`src/rtl/puf_pkg.sv`:
```
// puf_pkg: shared sizes, arbiter state encoding and response tag type for the PUF SRAM arbiter
package puf_pkg;
  localparam int PUF_AW = 13;
  localparam int PUF_DW = 16;
  localparam int PUF_WORDS = 8192;
  typedef enum logic [1:0] {IDLE = 2'd0, OWN0 = 2'd1, OWN1 = 2'd2} arb_state_e;
  typedef logic rsp_tag_t;
endpackage

```
`src/rtl/puf_rsp_pipe.sv`:
```
// puf_rsp_pipe: two-stage valid/tag pipeline aligning read responses with the SRAM latency
// Ports: push_i/tag_i enter stage 1; valid_o/tag_o leave stage 2; rst clears both stages.
module puf_rsp_pipe
  import puf_pkg::*;
(
  input  logic     clk,
  input  logic     rst,
  input  logic     push_i,
  input  rsp_tag_t tag_i,
  output logic     valid_o,
  output rsp_tag_t tag_o
);
  logic [1:0] v_q;
  rsp_tag_t t1_q, t2_q;
  always_ff @(posedge clk) begin
    if (rst) begin
      v_q <= '0;
      t1_q <= '0;
      t2_q <= '0;
    end else begin
      v_q <= {v_q[0], push_i};
      t1_q <= tag_i;
      t2_q <= t1_q;
    end
  end
  assign valid_o = v_q[1];
  assign tag_o = t2_q;
endmodule

```
`src/rtl/puf_ram_arbiter.sv`:
```
// puf_ram_arbiter: shares the combined_ram PUF SRAM between readout (port 0) and maintenance (port 1)
// Ports: reqN/weN/addrN/wdataN/wmaskN/lockN requests, gntN combinational grants, rvalidN/rdata tagged
// responses, wr_unlock/wr_blocked write protection, mem_* registered SRAM port.
// Option: PUF_RAM_ARB_RR_EN selects round-robin tie breaking; default is fixed priority to port 0.
module puf_ram_arbiter
  import puf_pkg::*;
#(
  parameter int AW = PUF_AW,
  parameter int DW = PUF_DW
) (
  input  logic          clk,
  input  logic          rst,
  input  logic          req0,
  input  logic          req1,
  input  logic          we0,
  input  logic          we1,
  input  logic [AW-1:0] addr0,
  input  logic [AW-1:0] addr1,
  input  logic [DW-1:0] wdata0,
  input  logic [DW-1:0] wdata1,
  input  logic [DW-1:0] wmask0,
  input  logic [DW-1:0] wmask1,
  input  logic          lock0,
  input  logic          lock1,
  output logic          gnt0,
  output logic          gnt1,
  output logic          rvalid0,
  output logic          rvalid1,
  output logic [DW-1:0] rdata,
  input  logic          wr_unlock,
  output logic          wr_blocked,
  output logic [AW-1:0] mem_raddr,
  output logic [AW-1:0] mem_waddr,
  output logic          mem_we,
  output logic [DW-1:0] mem_wdata,
  output logic [DW-1:0] mem_wmask,
  input  logic [DW-1:0] mem_rdata
);
  arb_state_e state_q, state_d;
  logic unl_q, unl_d, we_q, blk_q, acc, sel, we_s, lk, pick1, rv;
  logic [AW-1:0] raddr_q, waddr_q, addr_s;
  logic [DW-1:0] wdata_q, wmask_q;
  rsp_tag_t rtag;
`ifdef PUF_RAM_ARB_RR_EN
  logic ptr_q;
  always_ff @(posedge clk) ptr_q <= rst ? 1'b0 : (acc ? !sel : ptr_q);
  assign pick1 = ptr_q;
`else
  assign pick1 = 1'b0;
`endif
  // Ownership excludes the other port entirely; ties only matter in IDLE.
  assign gnt0 = !rst && req0 && (state_q == OWN0 || (state_q == IDLE && !(req1 && pick1)));
  assign gnt1 = !rst && req1 && (state_q == OWN1 || (state_q == IDLE && (!req0 || pick1)));
  assign acc = gnt0 || gnt1;
  assign sel = gnt1;
  assign we_s = sel ? we1 : we0;
  assign lk = sel ? lock1 : lock0;
  assign addr_s = sel ? addr1 : addr0;
  // Reading the last word on the readout port means the PUF dump is complete.
  assign unl_d = unl_q || wr_unlock || (gnt0 && !we0 && &addr0);
  always_comb begin
    state_d = IDLE;
    if (acc && lk) state_d = sel ? OWN1 : OWN0;
  end
  always_ff @(posedge clk) begin
    if (rst) begin
      state_q <= IDLE;
      unl_q <= 1'b0;
      we_q <= 1'b0;
      blk_q <= 1'b0;
      raddr_q <= '0;
      waddr_q <= '0;
      wdata_q <= '0;
      wmask_q <= '0;
    end else begin
      state_q <= state_d;
      unl_q <= unl_d;
      we_q <= acc && we_s && unl_q;
      blk_q <= acc && we_s && !unl_q;
      if (acc && !we_s) raddr_q <= addr_s;
      if (acc && we_s) begin
        waddr_q <= addr_s;
        wdata_q <= sel ? wdata1 : wdata0;
        wmask_q <= sel ? wmask1 : wmask0;
      end
    end
  end
  puf_rsp_pipe u_pipe (
    .clk(clk),
    .rst(rst),
    .push_i(acc && !we_s),
    .tag_i(sel),
    .valid_o(rv),
    .tag_o(rtag)
  );
  assign rvalid0 = rv && !rtag;
  assign rvalid1 = rv && rtag;
  assign rdata = mem_rdata;
  assign mem_we = we_q;
  assign wr_blocked = blk_q;
  assign mem_raddr = raddr_q;
  assign mem_waddr = waddr_q;
  assign mem_wdata = wdata_q;
  assign mem_wmask = wmask_q;
endmodule
```
`config.mk`:
```
export PLATFORM = sky130hd
export DESIGN_NAME = puf_ram_arbiter
export DESIGN_NICKNAME = d
export VERILOG_FILES = /design/src/rtl/puf_pkg.sv /design/src/rtl/puf_rsp_pipe.sv /design/src/rtl/puf_ram_arbiter.sv
export SDC_FILE = /design/constraint.sdc
export NUM_CORES = 1
export LEC_CHECK = 0
export BUFFER_PORTS_ARGS = -buffer_cell sky130_fd_sc_hd__buf_2
export CAP_MARGIN = 20
export CELL_PAD_IN_SITES_DETAIL_PLACEMENT = 1
export CELL_PAD_IN_SITES_GLOBAL_PLACEMENT = 2
export CORE_UTILIZATION = 19
export DETAILED_ROUTE_END_ITERATION = 12
export GPL_TIMING_DRIVEN = 0
export HOLD_SLACK_MARGIN = 0.02
export PLACE_DENSITY = 0.78
export SLEW_MARGIN = 40
export SYNTH_ARGS = -nofsm -noshare
export SYNTH_HDL_FRONTEND = slang
export SYNTH_SLANG_ARGS = --single-unit
```
`constraint.sdc`:
```
create_clock -name clk -period 1.39 [get_ports clk]
set_input_delay 0.139 -clock clk [delete_from_list [all_inputs] [get_ports clk]]
set_output_delay 0.139 -clock clk [all_outputs]
set_load 0.01 [all_outputs]
```
==> flow_summary.toml, run 1 <==
[cells_and_area]
final_cell_area_um2 = 5101
stdcell_count = 730
layout_common_cells = "178 x buf_2, 66 x dfxtp_1, 59 x nand2_1"
antenna_cells = 0
syn_to_final_growth_pct = 79.29
final_common_cell = "buf_2"
nNetsFinal = 656
final_layout_size_suffix_gt1_frac = 0.5714
utilization = 0.3497

[pwr]
leakage_nw = 2.346
p_per_area_nw_per_um2 = 1175
ir_drop_mv = 0.6055

[floorplan]
initial_utilization = 0.1950
rows = 44
chipWidth_um = 124.4
die-area_um2 = 15470
fp.dieH_um = 124.4
core_um2 = 14590
ios = 195

[sta]
layout_setup_ws_ns = -0.2412
fin_tns_setup_ns = -11.15
max_freq_ghz = 0.6130
finalCritPeriodShare = 1.174
hold_viol = 0
fin_crit_ns = 1.631
worst_pin_slew_ns = 0.7885
finalClockSkew_ns = 0.005386
slew_viol_final = 0
finalSetupViolCount = 63
slew_headroom = 0.4743
rsz0062_at_grt = "true"

[critical_path]
critPathRequiredTime_ns = 1.63
path_class = "register to register"
r2r-start = "state_q[0]"
end_kind = "register"
critPathLaunchType = "register"
cp_max_fo = 6
startpoint = "state_q[0]"
worstPathArrival_ns = 1.87

[outcome]
violations = "setup timing"
status = "finished with violations"

[yosys]
synth_cells = 330
ys_seq_area_frac = 0.4714
synth-xor-area-share = 0
synth_mux_area_frac = 0.04573
ys_warn_count = 0
synth_top_family_by_area = "simple AND/OR/NAND/NOR gates"
syn_nets = 445
ys_ff_latch = 67
synth-compound-area-share = 0.1759
syn_area_per_cell_um2 = 8.622
yosysUniqueCellTypes = 29
synth-simple-area-share = 0.2133
synthesis.area_um2 = 2845
synth_adder_area_share = 0

[routing]
via_count = 3285
post_drt_wl_per_cell_um = 16.23
wl_um = 11850
drt_iter0_markers = 79
first_pass_iters = 4
viasPerCell = 4.500
ant_nets = 0
drcViolationCount = 0

[place]
place_congestion = 0.7444
placed_area_um2 = 3983
dp.cells = 692
dp_hpwl_um = 8389
preCtsSetupSlack_ns = -0.4202
port_buffers = 178

[run]
maxCapViolCount = 0

[grt]
antenna_found_initial = 0
gr-total-overflow = 0
grt.total_usage = 0.1479
grt_pass1_wl_um = 17770
grt_pass1_vias = 3384
grt_max_degree = 13

[cts]
cts_buffers = 9
clk_latency_ns = 0.33
path_clk_slew_ns = 0.06
cts_root_buffer = "clkbuf_16"
cts_buffer_depth = 2
cts_tree = "built"
cts_max_level = 3
cts_sinks = 67

[worst_hold_path]
holdCritStartpoint = "lock1"
hp-class = "primary input to register"
[metal layers]
metal	up-vias	track usage	routed length, um	part of all wire
li1	1564	-	-	-
met1	1585	0.1702	5051	0.43
met2	122	0.2597	5998	0.51
met3	14	0.03651	601	0.051
met4	0	0.06024	195	0.016
met5	-	0	0	0
[power breakdown]
group / internal, mW / total, mW / switching [mW]
registers: 2.08 / 2.17 / 0.0875
logic: 0.638 / 1.30 / 0.667
clock network: 1.62 / 2.52 / 0.901
total: 4.34 / 5.99 / 1.66
[flip-flops by register name (all words and copies together) (netlist names), 2 cells and up]
signal and cells:
mem_waddr 13, u_pipe.v_q 2, mem_raddr 13, mem_wdata 16
mem_wmask 16, state_q 2
[metrics by stage]
stage               power [mW]  hold slack, ns
finish                   5.995         0.04110
global route             6.284         0.03625
CTS                      5.893         0.03166
detailed placement       3.190          0.3507
global placement         3.160          0.3518
floorplan                2.713          0.2606
[what timing repair did]
| action | CTS | global route |
|---|---|---|
| resized for setup | 64 | 70 |
| cloned | 1 | 3 |
| hold endpoints to repair | 1 | 0 |
| buffers inserted | 9 | 9 |
| hold buffers | 1 | 0 |
| endpoints found under the setup margin | 64 | 64 |
| pin swaps | 14 | 12 |
[worst max-delay path: stages (launching register included)]
cell       delay, ns
dfxtp_1         0.30
nand2b_4        0.15
or3_4           0.37
buf_12          0.17
clkbuf_16       0.17
mux2i_4         0.19
a211oi_1        0.20
[synthesized netlist by cell type]
master     n  share of area
mux2i_1   13          0.046
nand2_1   64          0.084
o31ai_2    1         0.0044
and4_1     1         0.0031
buf_4     18          0.047
nor3_1     1         0.0018
nor2b_1    5          0.011
nand4_1    2         0.0044
or3b_1     1         0.0031
and3b_1    1         0.0031
nor2b_4    1         0.0048
clkbuf_1  11          0.015
clkinv_2   1         0.0018
nand2b_1   1         0.0022
buf_2      8          0.014
nor3b_1    1         0.0026
nand3_1    1         0.0018
nand3b_1   1         0.0026
buf_6      2         0.0079
a211oi_1  26          0.069
buf_1      4         0.0053
a21oi_1    1         0.0018
and2_1     3         0.0066
inv_1      2         0.0026
nor2_1    59          0.078
dfxtp_1   67           0.47
o31ai_1    1         0.0026
a311oi_1  32          0.099
or3_4      1         0.0040
[cell families after synthesis]
| family | count (synthesis) |
|---|---|
| and+or+nand+nor | 143 |
| buffers and inverters | 46 |
| AOI/OAI and AO/OA | 61 |
| DFF | 67 |
| muxes | 13 |
[path summary, 6_finish.rpt]
kind / endpoint / cells past startpoint / slack, ns
max: mem_waddr[10] / 6 / -0.24
min reg2reg: u_pipe.v_q[1] / 1 / 0.45
min: state_q[1] / 2 / 0.04
max reg2reg: mem_waddr[10] / 6 / -0.24
[area by class of cell]
cell class	count	area [um2]
fill	1737	9488
multi-input combinational	217	1632
clock inverter	6	88.84
tap	184	230.2
sequential	67	1345
timing repair buffer	201	1186
buffer	42	364.1
inverter	3	16.27
clock buffer	10	239.0
No activity file was read; power rests on OpenSTA's default activity.
==> run 2: changes to the inputs <==
CORE_UTILIZATION = 23   (was 19)
PLACE_DENSITY = 0.88   (was 0.78)
clock period = 2 ns   (was 1.39 ns; I/O delays follow)
==> flow_summary.toml, run 2 (synthesis results as in run 1) <==
[outcome]
status = "finished clean"

[place]
placed_area_um2 = 3920
place_congestion = 0.7069
preCtsSetupSlack_ns = 0.08688
dp.cells = 655
port_buffers = 178
dp_hpwl_um = 7888

[cells_and_area]
final_cell_area_um2 = 4207
layout_common_cells = "184 x buf_2, 67 x dfxtp_1, 64 x nand2_1"
syn_to_final_growth_pct = 47.85
stdcell_count = 671
final_layout_size_suffix_gt1_frac = 0.4370
final_common_cell = "buf_2"
utilization = 0.3502
nNetsFinal = 634
antenna_cells = 0

[sta]
rsz0062_at_grt = "false"
finalClockSkew_ns = 0.004814
fin_tns_setup_ns = 0
slew_headroom = 0.6429
slew_viol_final = 0
max_freq_ghz = 0.5317
worst_pin_slew_ns = 0.5357
finalSetupViolCount = 0
fin_crit_ns = 1.881
timing.hold.ws_ns = 0.07278
finalCritPeriodShare = 0.9404
hold_viol = 0
layout_setup_ws_ns = 0.1192

[routing]
drt_iter0_markers = 83
via_count = 3068
ant_nets = 0
first_pass_iters = 4
wl_um = 10210
viasPerCell = 4.572
drcViolationCount = 0
post_drt_wl_per_cell_um = 15.22

[cts]
cts_setup_buffers = 0
cts_root_buffer = "clkbuf_16"
clk_latency_ns = 0.33
cts_tree = "built"
cts_sinks = 67
holdBufCountCts = 0
cts_buffer_depth = 2
cts_max_level = 3
cts_buffers = 9
path_clk_slew_ns = 0.05

[critical_path]
crit_family = "simple AND/OR/NAND/NOR gates"
slowest_stage = "or3_4"
cp_max_fo = 10
max_stage_delay_ns = 0.38
worst-path-stages = 5
critPathRequiredTime_ns = 1.80
rrSetupSlack_ns = 0.23
critPathBufInv = 3
crit_chain = "nand2b_1 > or3_4 > clkinv_2 > buf_4 > buf_2"
path_class = "register to primary output"
rr_endpoint = "mem_wmask[12]"
critPathLaunchType = "register"
worstPathArrival_ns = 1.68
end_kind = "primary output"
reg2reg_depth = 6
r2r-start = "state_q[1]"

[floorplan]
rows = 40
initial_utilization = 0.2369
die-area_um2 = 12820
fp.dieH_um = 113.2
ios = 195
core_um2 = 12010
chipWidth_um = 113.2

[worst_hold_path]
holdPathEnd = "state_q[1]"
hp-class = "primary input to register"
holdCritStartpoint = "lock1"
hold_depth = 2

[grt]
gr-total-overflow = 0
grt_pass1_wl_um = 15790
grt_max_degree = 12
grt_pass1_vias = 3130
antenna_found_initial = 0
grt.total_usage = 0.1597

[pwr]
fin_total_pwr_mw = 3.585
p_per_area_nw_per_um2 = 852.3
leakage_nw = 2.113
ir_drop_mv = 0.3154

[run]
maxCapViolCount = 0
==> run 2: layout make-up <==
class | count | area, um2
sequential | 67 | 1341
fill | 1498 | 7805
inverter | 3 | 12.51
clock buffer | 11 | 232.7
buffer | 43 | 264.0
timing repair buffer | 178 | 890.9
clock inverter | 5 | 30.03
tap | 147 | 183.9
multi-input combinational | 217 | 1251
==> run 2: worst max-delay path by stage <==
stage	from	to
finish	state_q[0]	gnt1
global placement	state_q[0]	mem_raddr[5]
floorplan	state_q[1]	mem_raddr[10]
CTS	state_q[0]	gnt1
detailed placement	state_q[0]	mem_raddr[2]
global route	state_q[0]	gnt1
==> run 2: repair_timing <==
action | CTS | global route
resized for setup | 0 | 8
setup endpoints to repair | 0 | 41
hold endpoints to repair | 0 | 0
==> run 2: routing by layer <==
layer	part of all wire	global-route usage
met1	0.44	0.1903
met2	0.49	0.2777
met3	0.065	0.04821
met4	0.0071	0.04298
met5	0	0
==> run 2: worst register-to-register path, stage by stage (launching register included) <==
cell and delay (ns):
dfxtp_1 0.34, nor2b_4 0.20, or3_4 0.17, buf_6 0.16, clkbuf_1 0.41, nand2_1 0.13
a311oi_1 0.27
==> run 2: power breakdown <==
group | internal (mW) | leakage [nW] | total [mW] | switching [mW]
combinational | 0.301 | 1.43 | 0.665 | 0.364
sequential | 1.45 | 0.554 | 1.51 | 0.0570
clock | 0.832 | 0.125 | 1.41 | 0.583
total | 2.58 | 2.11 | 3.59 | 1.00
==> run 3: changes to the inputs <==
CAP_MARGIN = 40   (was 20)
CORE_UTILIZATION = 24   (was 23)
CTS_BUF_LIST = sky130_fd_sc_hd__clkbuf_8   (was not set)
PLACE_DENSITY = not set   (was 0.88)
PLACE_DENSITY_LB_ADDON = 0.08   (was not set)
==> flow_summary.toml, run 3 (synthesis results as in run 1) <==
[critical_path]
path_class = "register to register"
max_stage_delay_ns = 0.46
rrSetupSlack_ns = 0.16
end_kind = "register"
slowest_stage = "buf_1"
critPathRequiredTime_ns = 2.21
critPathLaunchType = "register"
rr_endpoint = "mem_wdata[1]"
r2r-start = "state_q[0]"
worstPathArrival_ns = 2.04
crit_chain = "nand2b_1 > o31ai_1 > buf_2 > buf_1 > a311oi_1"
cp_max_fo = 10
reg2reg_depth = 5

[worst_hold_path]
hold_depth = 2
holdPathEnd = "state_q[0]"
hp-class = "primary input to register"
holdCritStartpoint = "lock0"

[place]
place_congestion = 0.7435
preCtsSetupSlack_ns = 0.1433
port_buffers = 178
placed_area_um2 = 3915
dp_hpwl_um = 7714

[cts]
cts-resized-gates = 0
clk_latency_ns = 0.35
cts_sinks = 67
cts_buffers = 9
cts_root_buffer = "clkbuf_8"
cts_max_level = 3
cts_buffer_depth = 2
path_clk_slew_ns = 0.08
cts_tree = "built"

[sta]
layout_setup_ws_ns = 0.1642
fin_crit_ns = 1.836
finalCritPeriodShare = 0.9179
fin_tns_setup_ns = 0
finalClockSkew_ns = 0.008905
slew_viol_final = 0
rsz0062_at_grt = "false"
hold_viol = 0
slew_headroom = 0.5435
worst_pin_slew_ns = 0.6806
finalSetupViolCount = 0
max_freq_ghz = 0.5447

[cells_and_area]
final_common_cell = "buf_2"
multi_input_area_um2 = 1237
syn_to_final_growth_pct = 46.17
antenna_cells = 0
layout_common_cells = "185 x buf_2, 67 x dfxtp_1, 64 x nand2_1"
final_cell_area_um2 = 4159
nNetsFinal = 633
regArea_um2 = 1341
final_layout_size_suffix_gt1_frac = 0.4302
nFillCells = 1441

[grt]
grt.total_usage = 0.1702
grt_pass1_wl_um = 16430
grt_max_degree = 17
grt_pass1_vias = 3156
gr-total-overflow = 0
antenna_found_initial = 0

[outcome]
status = "finished clean"

[pwr]
leakage_nw = 2.090
ir_drop_mv = 0.3049
p_per_area_nw_per_um2 = 867.6

[routing]
ant_nets = 0
viasPerCell = 4.616
drt_iter0_markers = 131
wl_um = 10340
via_count = 3074
post_drt_wl_per_cell_um = 15.53
first_pass_iters = 4
drcViolationCount = 0

[floorplan]
rows = 39
chipWidth_um = 110.9
fp.dieH_um = 110.9
core_um2 = 11470
ios = 195
die-area_um2 = 12290
initial_utilization = 0.2481

[run]
maxCapViolCount = 0
run 3: cell types whose count changed in the layout (fill, tap and decap cells not counted), moves of 2 or more:
| cell | previous run | this run |
|---|---|---|
| buf_1 | 0 | 4 |
| bufinv_16 | 0 | 3 |
| clkbuf_1 | 13 | 11 |
| clkbuf_2 | 4 | 0 |
| clkbuf_16 | 9 | 0 |
| clkinv_2 | 4 | 2 |
| clkbuf_8 | 0 | 10 |
run 3: power by group:
part	switching [mW]	leakage (nW)	internal, mW
Sequential	0.0536	0.554	1.45
Combinational	0.365	1.41	0.296
Clock	0.582	0.123	0.865
Total	1.00	2.09	2.61
run 3: how the worst max path moves through the flow:
stage                     depth (start not counted)  startpoint       endpoint
after CTS                                         6  state_q[0]   mem_wmask[9]
after floorplan                                   6  state_q[1]  mem_raddr[10]
after global routing                              5  state_q[0]  mem_wmask[11]
after detailed placement                          4  state_q[0]   mem_raddr[2]
final                                             5  state_q[0]   mem_wdata[1]
after global placement                            4  state_q[0]   mem_raddr[8]
run 3: through the flow:
step,utilization,power [mW],instances,hold slack [ns]
after floorplan,-,1.882,330,0.3217
after global placement,0.3414,2.192,651,0.4036
after detailed placement,0.3414,2.206,651,0.4057
after CTS,0.3627,3.651,666,0.03514
after global routing,0.3627,3.781,666,0.04903
final,0.3627,3.608,666,0.05117
run 3: timing repair:
item,CTS,global route
setup endpoints to repair,1,0
setup buffers,0,0
hold buffers,0,0
run 3: cell type report:
type,instances,share of cell area
timing repair buffer,178,0.2142
inverter,3,0.003008
tap,143,0.04302
buffer,42,0.05987
clock buffer,10,0.03309
clock inverter,6,0.02678
multi-input combinational,217,0.2975
sequential,67,0.3225
run 3: routing by layer:
layer | track usage | vias up | wire [um]
li1 | - | 1510 | -
met1 | 0.2174 | 1425 | 4804
met2 | 0.2733 | 125 | 4583
met3 | 0.04975 | 14 | 779
met4 | 0.05778 | 0 | 172
met5 | 0 | - | 0
run 3: worst max-delay path: cells and delay by family (launching register included):
| family | cells | cell delay (ns) |
|---|---|---|
| buffers and inverters | 2 | 0.75 |
| AOI/OAI and AO/OA | 2 | 0.45 |
| DFF | 1 | 0.30 |
| and+or+nand+nor | 1 | 0.21 |
